**src/rtl/ex_pkg.sv**
```systemverilog
// rtl/ex_pkg.sv - shared types and widths for the execute operand stage
package ex_pkg;

  localparam int XLEN    = 32;
  localparam int RADDR_W = 5;

  typedef enum logic [3:0] {
    ALU_ADD  = 4'b0000,
    ALU_SUB  = 4'b0001,
    ALU_AND  = 4'b0010,
    ALU_OR   = 4'b0011,
    ALU_XOR  = 4'b0100,
    ALU_SLL  = 4'b0101,
    ALU_SRL  = 4'b0110,
    ALU_SRA  = 4'b0111,
    ALU_SLT  = 4'b1000,
    ALU_SLTU = 4'b1001,
    ALU_R10  = 4'b1010,
    ALU_R11  = 4'b1011,
    ALU_R12  = 4'b1100,
    ALU_R13  = 4'b1101,
    ALU_R14  = 4'b1110,
    ALU_R15  = 4'b1111
  } alu_ctrl_t;

  typedef struct packed {
    logic [XLEN-1:0]    op_a;
    logic [XLEN-1:0]    op_b;
    alu_ctrl_t          alu_ctrl;
    logic [RADDR_W-1:0] rd;
    logic               reg_write;
  } ex_payload_t;

endpackage

```
**src/rtl/fwd_mux.sv**
```systemverilog
// rtl/fwd_mux.sv - per-operand forwarding priority selector
// Ports:
//   src_addr_i                 source register index
//   rf_data_i                  register-file read data
//   exmem_* / memwb_*          forwarding sources (EX/MEM wins)
//   data_o                     resolved operand
module fwd_mux
  import ex_pkg::*;
#(
  parameter int XLEN    = ex_pkg::XLEN,
  parameter int RADDR_W = ex_pkg::RADDR_W
) (
  input  logic [RADDR_W-1:0] src_addr_i,
  input  logic [XLEN-1:0]    rf_data_i,
  input  logic               exmem_reg_write_i,
  input  logic [RADDR_W-1:0] exmem_rd_i,
  input  logic [XLEN-1:0]    exmem_result_i,
  input  logic               memwb_reg_write_i,
  input  logic [RADDR_W-1:0] memwb_rd_i,
  input  logic [XLEN-1:0]    memwb_result_i,
  output logic [XLEN-1:0]    data_o
);

  logic src_nz;
  logic hit_exmem;
  logic hit_memwb;

  // x0 is hardwired zero, so a producer naming rd=0 must never be forwarded.
  assign src_nz    = |src_addr_i;
  assign hit_exmem = exmem_reg_write_i && (exmem_rd_i == src_addr_i) && src_nz;
  assign hit_memwb = memwb_reg_write_i && (memwb_rd_i == src_addr_i) && src_nz;

  always_comb begin
    data_o = rf_data_i;
    if (hit_exmem) begin
      data_o = exmem_result_i;
    end else if (hit_memwb) begin
      data_o = memwb_result_i;
    end
  end

endmodule

```
**src/rtl/ex_operand_stage.sv**
```systemverilog
// rtl/ex_operand_stage.sv - registered operand select with forwarding ahead of execute
// Option macro: EX_OPERAND_FWD_EN (forwarding muxes present when defined).
// Ports:
//   clk, rst_n                 clock, synchronous active-low reset
//   in_*                       decoded instruction + register-file data, valid/ready
//   exmem_*, memwb_*           forwarding sources
//   flush                      squash held and incoming instruction
//   out_*                      operands and payload to execute, valid/ready
// XLEN/RADDR_W must match ex_pkg since the payload register uses ex_payload_t.
module ex_operand_stage
  import ex_pkg::*;
#(
  parameter int XLEN    = ex_pkg::XLEN,
  parameter int RADDR_W = ex_pkg::RADDR_W
) (
  input  logic               clk,
  input  logic               rst_n,
  input  logic               in_valid,
  output logic               in_ready,
  input  logic [RADDR_W-1:0] in_rs1_addr,
  input  logic [RADDR_W-1:0] in_rs2_addr,
  input  logic [RADDR_W-1:0] in_rd_addr,
  input  logic [XLEN-1:0]    in_rs1_data,
  input  logic [XLEN-1:0]    in_rs2_data,
  input  logic [XLEN-1:0]    in_imm,
  input  logic               in_use_imm,
  input  logic [3:0]         in_alu_ctrl,
  input  logic               in_reg_write,
  input  logic               exmem_reg_write,
  input  logic [RADDR_W-1:0] exmem_rd,
  input  logic [XLEN-1:0]    exmem_result,
  input  logic               memwb_reg_write,
  input  logic [RADDR_W-1:0] memwb_rd,
  input  logic [XLEN-1:0]    memwb_result,
  input  logic               flush,
  output logic               out_valid,
  input  logic               out_ready,
  output logic [XLEN-1:0]    out_op_a,
  output logic [XLEN-1:0]    out_op_b,
  output logic [3:0]         out_alu_ctrl,
  output logic [RADDR_W-1:0] out_rd,
  output logic               out_reg_write
);

  logic        valid_q;
  logic        valid_d;
  ex_payload_t payload_q;
  ex_payload_t payload_d;
  logic [XLEN-1:0] rs1_val;
  logic [XLEN-1:0] rs2_val;
  logic        load;

`ifdef EX_OPERAND_FWD_EN
  fwd_mux #(.XLEN(XLEN), .RADDR_W(RADDR_W)) u_fwd_rs1 (
    .src_addr_i        (in_rs1_addr),
    .rf_data_i         (in_rs1_data),
    .exmem_reg_write_i (exmem_reg_write),
    .exmem_rd_i        (exmem_rd),
    .exmem_result_i    (exmem_result),
    .memwb_reg_write_i (memwb_reg_write),
    .memwb_rd_i        (memwb_rd),
    .memwb_result_i    (memwb_result),
    .data_o            (rs1_val)
  );

  fwd_mux #(.XLEN(XLEN), .RADDR_W(RADDR_W)) u_fwd_rs2 (
    .src_addr_i        (in_rs2_addr),
    .rf_data_i         (in_rs2_data),
    .exmem_reg_write_i (exmem_reg_write),
    .exmem_rd_i        (exmem_rd),
    .exmem_result_i    (exmem_result),
    .memwb_reg_write_i (memwb_reg_write),
    .memwb_rd_i        (memwb_rd),
    .memwb_result_i    (memwb_result),
    .data_o            (rs2_val)
  );
`else
  // Decode stalls on hazards in this build, so the forwarding inputs are inert.
  assign rs1_val = in_rs1_data;
  assign rs2_val = in_rs2_data;

  logic unused_fwd;
  assign unused_fwd = ^{in_rs1_addr, in_rs2_addr, exmem_reg_write, exmem_rd,
                        exmem_result, memwb_reg_write, memwb_rd, memwb_result};
`endif

  // A full register may still accept when execute drains it in the same cycle.
  assign in_ready = ~flush & (~valid_q | out_ready);
  assign load     = in_valid & in_ready;

  always_comb begin
    payload_d           = payload_q;
    valid_d             = valid_q;
    if (flush) begin
      valid_d = 1'b0;
    end else if (load) begin
      valid_d             = 1'b1;
      payload_d.op_a      = rs1_val;
      payload_d.op_b      = in_use_imm ? in_imm : rs2_val;
      payload_d.alu_ctrl  = alu_ctrl_t'(in_alu_ctrl);
      payload_d.rd        = in_rd_addr;
      payload_d.reg_write = in_reg_write;
    end else if (valid_q && out_ready) begin
      valid_d = 1'b0;
    end
  end

  always_ff @(posedge clk) begin
    if (!rst_n) begin
      valid_q   <= 1'b0;
      payload_q <= '0;
    end else begin
      valid_q   <= valid_d;
      payload_q <= payload_d;
    end
  end

  assign out_valid     = valid_q;
  assign out_op_a      = payload_q.op_a;
  assign out_op_b      = payload_q.op_b;
  assign out_alu_ctrl  = payload_q.alu_ctrl;
  assign out_rd        = payload_q.rd;
  assign out_reg_write = payload_q.reg_write;

endmodule

```
**config.mk**
```make
export PLATFORM = sky130hd
export DESIGN_NAME = ex_operand_stage
export DESIGN_NICKNAME = d
export VERILOG_FILES = /design/src/rtl/ex_pkg.sv /design/src/rtl/fwd_mux.sv /design/src/rtl/ex_operand_stage.sv
export SDC_FILE = /design/constraint.sdc
export NUM_CORES = 1
export LEC_CHECK = 0
export CAP_MARGIN = 25
export CELL_PAD_IN_SITES_DETAIL_PLACEMENT = 1
export CELL_PAD_IN_SITES_GLOBAL_PLACEMENT = 1
export CORE_MARGIN = 4
export CORE_UTILIZATION = 30
export CTS_CLUSTER_SIZE = 14
export DETAILED_ROUTE_END_ITERATION = 7
export DONT_BUFFER_PORTS = 1
export GPL_ROUTABILITY_DRIVEN = 0
export PLACE_DENSITY_LB_ADDON = 0.05
export SLEW_MARGIN = 10
export SYNTH_ARGS = -nofsm -noshare
export SYNTH_HDL_FRONTEND = slang
export SYNTH_SLANG_ARGS = --single-unit
```
**constraint.sdc**
```tcl
create_clock -name clk -period 1.5 [get_ports clk]
set_input_delay 0.15 -clock clk [delete_from_list [all_inputs] [get_ports clk]]
set_output_delay 0.15 -clock clk [all_outputs]
set_load 0.005 [all_outputs]
```
==> flow_summary_export.csv, run 1 <==
group,metric,value,unit
floorplan,die_w,111,microns
cells_and_area,design_area,4020,sq um
timing,fin_crit,1380,ps
worst_setup_path,crit_path_start_kind,"flip-flop",
cells_and_area,fin_nets,569,
cells_and_area,drive_gt1_share,13.3,%
hold_path,worstHoldPathCells,2,
synth,synth_top_area_share,46.9,%
timing,worst_slew_pin_slew,450,ps
synth,ys_seq_area_share,46.9,%
clock_network,cts_tree,"done",
clock_network,worstSkewPairLatency,350,ps
synth,synth_seq_cells,75,
worst_setup_path,endpoint_kind,"primary output",
drt,postRouteAntennaNets,0,
drt,drt_iter0_drc,148,
synth,synthSimpleGateAreaFrac,8.09,%
drt,vias,2752,
power,leakagePower,1.42,nW
synth,synth_cells,346,
synth,yosysWarningCount,0,
worst_setup_path,setup.worst_path.class,"reg -> out",
placed_design,placed_cell_area,3320,sq um
synth,synthesis.nets,544,
synth,synth_area_leaders,"dfxtp_1, a21oi_1, mux2i_1",
cells_and_area,n_fill_cell,1171,
drt,drc_errors,0,
floorplan,row_count,37,
timing,fin_hold_ws,39.4,ps
timing,setup_viol_count_final,0,
worst_setup_path,reg2regPathDepth,4,
synth,synthAdderAreaFrac,0,%
hold_path,hp-class,"in -> reg",
worst_setup_path,cp_max_fo,5,
placed_design,dp_hpwl,6660,microns
timing,rsz0062_at_grt,"no",
floorplan,die_area,12400,sq um
timing,maxSlewHeadroom,70.0,%
synth,synth_top_area_cell,"dfxtp_1",
synth,synth_xor_area_share,0,%
timing,fin_worst_skew,5.63,ps
grt,grt_overflow,0,
drt,routed_wl,10400,microns
grt,grt_pass1_wl,16100,microns
run_status,status,"complete, no violations",
grt,antenna_found_initial,0,
synth,avgSynthCellArea,9.25,sq um
clock_network,cts_buffers,9,
power,ir_drop,0.000492,V
cells_and_area,final_core_util,38.8,%
worst_setup_path,critical_path_required,1350,ps
clock_network,post_cts_buffers,0,
synth,muxShareOfSynthArea,10.0,%
floorplan,core_area,10400,sq um
synth,synth_top_family_by_area,"compound AO/OA/AOI/OAI gates",
timing,fmaxAchievable,726,MHz
timing,finalCritPeriodShare,91.8,%
worst_setup_path,crit_arrival,1230,ps
clock_network,cts_max_path_buffers,2,
synth,yosysUniqueCellTypes,20,
placed_design,portBuffers,0,
synth,syn_area,3200,sq um
clock_network,cts_max_level,3,
clock_network,cts_num_sinks,75,
cells_and_area,area_growth,25.7,%
drt,viasPerCell,5.38,
synth,synth_compound_area_share,28.4,%
clock_network,root_buffer,"clkbuf_8",
grt,grt_max_degree,55,
floorplan,die_h,111,microns
grt,grt_pass1_vias,2950,
floorplan,io_pins,274,
timing,hold_viol_final,0,
timing,tns,0,ps
power,power_density,1180,nW/um^2
job,max_cap_viol_count,0,
grt,grtUsageTotal,16.2,%
drt,dr.pass1.iters,4,
drt,wl_per_cell,20.2,microns
timing,final-max-slew-violation-count,0,
cells_and_area,antenna_cells,0,
clock_network,cts.reportedPaths.clkPinSlew,80,ps
floorplan,initial_utilization,30.9,%
[cells by family after synthesis]
logic type,Yosys count
AND/OR/NAND/NOR,50
AO/OA/AOI/OAI,148
flip-flops,75
buffers and inverters,41
multiplexers,32
[synthesized netlist by cell type]
cell type	n
nor2_1	2
mux2i_1	32
nor2b_1	1
buf_4	6
a211oi_2	18
nand2b_1	1
nor3_1	1
a21oi_1	74
nor2_2	1
nand3_1	42
o21ai_1	13
inv_1	1
nand2b_2	1
buf_2	21
o21ai_0	29
nor2b_2	1
clkbuf_4	2
dfxtp_1	75
clkbuf_1	11
a211oi_1	14
[layout by cell type (no fill, tap or decap)]
cell type	Yosys	layout
o21ai_1	13	13
nor2_1	2	2
clkinv_2	0	1
dfxtp_1	75	75
nor3_1	1	1
buf_12	0	5
nand2b_2	1	2
a21oi_1	74	74
buf_4	6	5
a211oi_2	18	18
bufinv_16	0	3
a211oi_1	14	14
nor2b_4	0	2
clkbuf_8	0	12
mux2i_1	32	32
nand3_1	42	42
nor2_4	0	1
o21ai_0	29	29
inv_2	0	1
dlygate4sd3_1	0	44
[through the flow]
stage                     std cells  total power [mW]  worst slack (ps)
after floorplan                 346              2.57               339
after global placement          452              2.68               206
after detailed placement        452              2.68               162
after CTS                       512              4.82              84.2
after global routing            512              4.98              16.7
final                           512              4.74               123
[area by class of cell]
class,count,area [sq um],share of cell area (%)
multi-input cells,230,1510,37.5
flip-flops and latches,75,1500,37.3
repair buffers,54,578,14.4
well taps,136,170,4.23
clock buffers,12,165,4.10
clock inverters,4,95.1,2.36
inverters,1,3.75,0.0933
[layer usage]
metal	track usage, %	vias to the layer above	routed length, microns
li1	-	1315	-
met1	19.9	1298	4430
met2	24.3	129	4450
met3	8.35	10	1330
met4	6.08	0	150
met5	0	-	0
[state kept, by name, summed over array words and instances (netlist names)]
register,flops
out_alu_ctrl,4
out_rd,5
out_valid,1
out_op_a,32
out_op_b,32
out_reg_write,1
[path summary, 6_finish.rpt]
check        slack [ps]               to            start
max reg2reg         230  out_alu_ctrl[0]        out_valid
min reg2reg         500     out_op_a[24]     out_op_a[24]
min                  40     out_op_b[30]  in_rs2_data[30]
max                 120         in_ready        out_valid
[critical path, stage by stage (launching register included)]
cell     delay [ps]
dfxtp_1         410
nor2b_4         250
buf_4           170
nor2_1           50
[timing repair]
item	CTS	global route
resized for setup	1	0
hold endpoints to repair	43	0
hold buffers	44	0
endpoints found under the setup margin	1	0
[power by group]
part	switching [mW]	internal [mW]	leakage, nW
Sequential	0.0986	2.10	0.615
Clock	0.777	1.24	0.133
Combinational	0.265	0.254	0.676
Total	1.14	3.60	1.42
Note: power is estimated with default switching activity, not from simulation.
==> inputs of run 2 (changes only) <==
CORE_AREA = 4 4 103 105   (was not set)
CORE_MARGIN = not set   (was 4)
CORE_UTILIZATION = not set   (was 30)
DIE_AREA = 0 0 107 109   (was not set)
clock period = 1.1 ns   (was 1.5 ns; I/O delays follow)
==> flow_summary_export.csv, run 2 (synthesis gave the netlist of run 1 again) <==
group,metric,value,unit
run_status,status,"finished with violations",
run_status,violations,"negative setup slack",
worst_setup_path,setup.worst_path.class,"reg -> reg",
job,max_cap_viol_count,0,
cells_and_area,layout_common_cells,"dfxtp_1, dlygate4sd3_1, a21oi_1, a21oi_2",
grt,grtUsageTotal,19.8,%
placed_design,portBuffers,0,
grt,grt_max_degree,43,
cells_and_area,fin_nets,598,
floorplan,core_area,9640,sq um
placed_design,placed_cell_area,3340,sq um
cells_and_area,area_growth,51.4,%
placed_design,dp_hpwl,6720,microns
power,ir_drop,0.000569,V
timing,final-max-slew-violation-count,0,
cells_and_area,antenna_cells,0,
worst_setup_path,r2r_end,"out_op_a[18]",
timing,finalCritPeriodShare,115,%
worst_setup_path,reg2reg_from,"out_valid",
timing,rsz0062_at_grt,"yes",
worst_setup_path,reg2regPathDepth,5,
placed_design,place_ws,-512,ps
worst_setup_path,critPathCapture,"out_op_a[18]",
clock_network,root_buffer,"clkbuf_8",
worst_setup_path,crit_arrival,1560,ps
drt,drt_iter0_drc,78,
clock_network,cts.reportedPaths.clkPinSlew,80,ps
clock_network,cts_max_level,3,
hold_path,hp-class,"in -> reg",
clock_network,worstSkewPairLatency,340,ps
clock_network,cts_num_sinks,75,
worst_setup_path,startpoint,"out_valid",
grt,antenna_found_initial,0,
drt,postRouteAntennaNets,0,
worst_setup_path,endpoint_kind,"flip-flop",
drt,wl_per_cell,23.4,microns
floorplan,die_h,109,microns
floorplan,die_w,107,microns
drt,viasPerCell,5.51,
timing,setup_viol_count_final,76,
timing,fin_crit,1270,ps
worst_setup_path,cp_max_fo,5,
timing,maxSlewHeadroom,58.6,%
drt,routed_wl,12600,microns
cells_and_area,final_core_util,50.3,%
cells_and_area,final_common_cell,"dfxtp_1",
clock_network,cts_tree,"done",
timing,hold_viol_final,0,
clock_network,cts_max_path_buffers,2,
timing,fmaxAchievable,789,MHz
floorplan,io_pins,274,
grt,grt_pass1_vias,3097,
power,leakagePower,1.70,nW
grt,grt_overflow,0,
drt,vias,2963,
timing,worst_slew_pin_slew,622,ps
drt,drc_errors,0,
worst_setup_path,crit_path_start_kind,"flip-flop",
power,power_density,1300,nW/um^2
timing,setup_ws,-167,ps
worst_setup_path,rrSetupSlack,-170,ps
cells_and_area,design_area,4850,sq um
floorplan,initial_utilization,33.2,%
cells_and_area,drive_gt1_share,37.5,%
timing,fin_worst_skew,5.86,ps
floorplan,die_area,11700,sq um
floorplan,row_count,36,
worst_setup_path,critical_path_required,1390,ps
clock_network,cts_buffers,9,
drt,dr.pass1.iters,4,
grt,grt_pass1_wl,17700,microns
==> run 2: cell count changes in the layout (fill, tap and decap cells not counted), sizes merged <==
cell,previous run,this run
clkinvlp,0,1
clkbuf,12,17
buf,10,29
clkinv,1,2
nor2,3,4
dlygate4sd3,44,48
bufinv,3,1
==> run 2: layout make-up <==
class | count | area [sq um]
Sequential cell | 75 | 1500
Clock buffer | 12 | 165
Clock inverter | 4 | 47.5
Inverter | 1 | 3.75
Timing Repair Buffer | 82 | 1100
Fill cell | 1047 | 4790
Multi-Input combinational cell | 231 | 1870
Tap cell | 133 | 166
==> run 2: critical path: stages (launching register included) <==
cell	delay, ps
dfxtp_2	330
nor2b_4	280
buf_12	170
clkbuf_16	160
o21ai_0	120
a21oi_2	140
==> run 2: layer usage <==
| metal | up-vias | wire length (microns) | part of all wire (%) | global-route usage (%) |
|---|---|---|---|---|
| met5 | - | 0 | 0 | 0 |
| met4 | 0 | 130 | 1.0 | 6.76 |
| met3 | 10 | 1510 | 12 | 9.53 |
| met2 | 137 | 5990 | 47 | 31.6 |
| met1 | 1434 | 4980 | 40 | 23.4 |
| li1 | 1382 | - | - | - |
==> run 2: repair_timing <==
| item | CTS | global route |
|---|---|---|
| resized for setup | 34 | 88 |
| gates cloned | 6 | 6 |
| hold buffers | 48 | 0 |
| setup buffers | 9 | 3 |
| pin swaps | 12 | 41 |
| endpoints found under the setup margin | 76 | 76 |
| hold endpoints to repair | 46 | 0 |
==> run 2: power by group <==
part           leakage [nW]  switching, mW  internal (mW)
clock                 0.108           1.05           1.23
sequential            0.616          0.153           2.87
combinational         0.972          0.495          0.518
total                  1.70           1.70           4.62
==> run 2: worst min-delay path by stage <==
stage / start / end / slack (ps) / cells after the start
global placement: flush / out_valid / 190 / 1
finish: in_imm[0] / out_op_b[0] / 30 / 2
floorplan: flush / out_valid / 190 / 1
global route: in_rs2_data[1] / out_op_b[1] / 20 / 2
detailed placement: flush / out_valid / 200 / 1
CTS: in_rs2_data[23] / out_op_b[23] / 0.9 / 2
==> run 2: through the flow <==
step	hold WS [ps]	setup TNS (ps)	std cells	power, mW
6_report	34.8	-7410	538	6.32
4_1_cts	0.947	-5010	530	6.24
2_1_floorplan	189	0	346	3.52
3_3_place_gp	192	-23670	451	3.66
3_5_place_dp	199	-24660	451	3.67
5_1_grt	21.0	-11430	538	6.60
==> inputs of run 3 (changes only) <==
PLACE_DENSITY_LB_ADDON = 0.1   (was 0.05)
==> flow_summary_export.csv, run 3 (synthesis gave the netlist of run 1 again) <==
group,metric,value,unit
hold_path,worstHoldPathCells,2,
worst_setup_path,setup.worst_path.class,"reg -> reg",
worst_setup_path,endpoint_kind,"flip-flop",
clock_network,cts_max_level,3,
timing,fmaxAchievable,796,MHz
placed_design,placed_cell_area,3350,sq um
clock_network,worstSkewPairLatency,350,ps
timing,final-max-slew-violation-count,0,
placed_design,place_ws,-483,ps
power,power_density,1360,nW/um^2
timing,fin_worst_skew,7.55,ps
timing,fin_crit,1260,ps
timing,setup_viol_count_final,76,
placed_design,dp_hpwl,6910,microns
timing,finalCritPeriodShare,114,%
drt,dr.pass1.iters,4,
worst_setup_path,reg2regPathDepth,5,
floorplan,initial_utilization,33.2,%
worst_setup_path,cp_slowest_stage_delay,340,ps
clock_network,cts_tree,"done",
worst_setup_path,critical_path_required,1390,ps
drt,vias,2982,
worst_setup_path,cp_max_fo,11,
hold_path,hp-start,"in_rs2_data[12]",
grt,grt_max_degree,47,
worst_setup_path,crit_chain,"nor2b_4, buf_4, clkbuf_16, o21ai_0, a21oi_1",
cells_and_area,final_common_cell,"dfxtp_1",
drt,drt_iter0_drc,90,
grt,antenna_found_initial,0,
clock_network,root_buffer,"clkbuf_8",
worst_setup_path,reg2reg_from,"out_valid",
clock_network,cts_num_sinks,75,
drt,postRouteAntennaNets,0,
job,max_cap_viol_count,0,
drt,viasPerCell,5.52,
cells_and_area,n_fill_cell,1036,
drt,wl_per_cell,23.5,microns
clock_network,cts.reportedPaths.clkPinSlew,80,ps
cells_and_area,area_growth,53.8,%
worst_setup_path,rrSetupSlack,-160,ps
worst_setup_path,crit_path_start_kind,"flip-flop",
grt,grt_pass1_vias,3074,
worst_setup_path,slowest_stage,"dfxtp_2",
hold_path,hp-class,"in -> reg",
cells_and_area,antenna_cells,0,
cells_and_area,layout_common_cells,"dfxtp_1, dlygate4sd3_1, a21oi_1, a21oi_2",
worst_setup_path,crit_arrival,1550,ps
clock_network,cts_buffers,9,
timing,setup_ws,-156,ps
cells_and_area,drive_gt1_share,38.8,%
timing,fin_hold_ws,27.5,ps
run_status,status,"finished with violations",
floorplan,io_pins,274,
placed_design,portBuffers,0,
cells_and_area,design_area,4920,sq um
grt,grt_overflow,0,
power,ir_drop,0.000519,V
timing,rsz0062_at_grt,"yes",
power,totalPowerFinal,6.68,mW
grt,grt_pass1_wl,17900,microns
floorplan,die_w,107,microns
grt,grtUsageTotal,20.2,%
worst_setup_path,r2r_end,"out_op_a[18]",
timing,maxSlewHeadroom,63.1,%
timing,hold_viol_final,0,
cells_and_area,fin_nets,601,
drt,routed_wl,12700,microns
hold_path,whs_endpoint,"out_op_b[12]",
floorplan,die_area,11700,sq um
floorplan,die_h,109,microns
drt,drc_errors,0,
run_status,violations,"negative setup slack",
clock_network,cts_max_path_buffers,2,
floorplan,row_count,36,
floorplan,core_area,9640,sq um
power,leakagePower,1.75,nW
timing,worst_slew_pin_slew,554,ps
-- run 3: cell types whose count changed in the layout (fill, tap and decap cells not counted), sizes merged --
cell and delta:
clkinv -2, bufinv +2, dlygate4sd3 -4, buf +8, clkbuf -2
-- run 3: final cells by class --
type	count	area, sq um	area share [%]
Multi-Input combinational cell	231	1880	38.1
Sequential cell	75	1500	30.5
Timing Repair Buffer	85	1120	22.8
Tap cell	133	166	3.38
Clock buffer	11	151	3.07
Clock inverter	4	97.6	1.98
Inverter	1	3.75	0.0762
-- run 3: repair_timing --
action	in CTS	in global routing
resized for setup	57	77
endpoints found under the setup margin	76	76
endpoints found under the hold margin	43	0
hold buffers	44	0
pin swaps	22	26
gates cloned	7	5
setup buffers	14	6
-- run 3: where the power goes --
group | internal, mW | leakage (nW) | total, mW | switching (mW)
registers | 2.87 | 0.616 | 3.02 | 0.155
logic | 0.517 | 1.01 | 1.01 | 0.497
clock network | 1.62 | 0.122 | 2.64 | 1.02
-- run 3: worst max path at each step --
stage,depth (start not counted),slack (ps),end,start
floorplan,5,6,out_op_a[2],out_valid
global placement,3,-450,out_op_b[0],out_valid
detailed placement,3,-480,out_op_b[22],out_valid
CTS,5,-130,out_op_b[4],out_valid
global route,5,-220,out_op_a[24],out_valid
finish,5,-160,out_op_a[18],out_valid
-- run 3: through the flow --
stage / TNS [ps] / std cells / utilization [%]
5_1_grt: -12110 / 540 / 51.1
3_5_place_dp: -21770 / 451 / 34.7
3_3_place_gp: -21170 / 451 / 34.7
2_1_floorplan: 0 / 346 / -
6_report: -6810 / 540 / 51.1
4_1_cts: -5770 / 530 / 46.7
-- run 3: layer usage --
| layer | vias up | track usage (%) | part of all wire, % |
|---|---|---|---|
| met2 | 139 | 33.5 | 50 |
| met3 | 13 | 8.70 | 10 |
| li1 | 1394 | - | - |
| met4 | 0 | 6.03 | 1.4 |
| met5 | - | 0 | 0 |
| met1 | 1436 | 23.7 | 38 |
-- run 3: critical path, delay by kind of cell, from the launching register on --
family	cells	cell delay (ps)
and+or+nand+nor	1	260
DFF	1	340
buffers and inverters	2	320
AOI/OAI and AO/OA	2	270
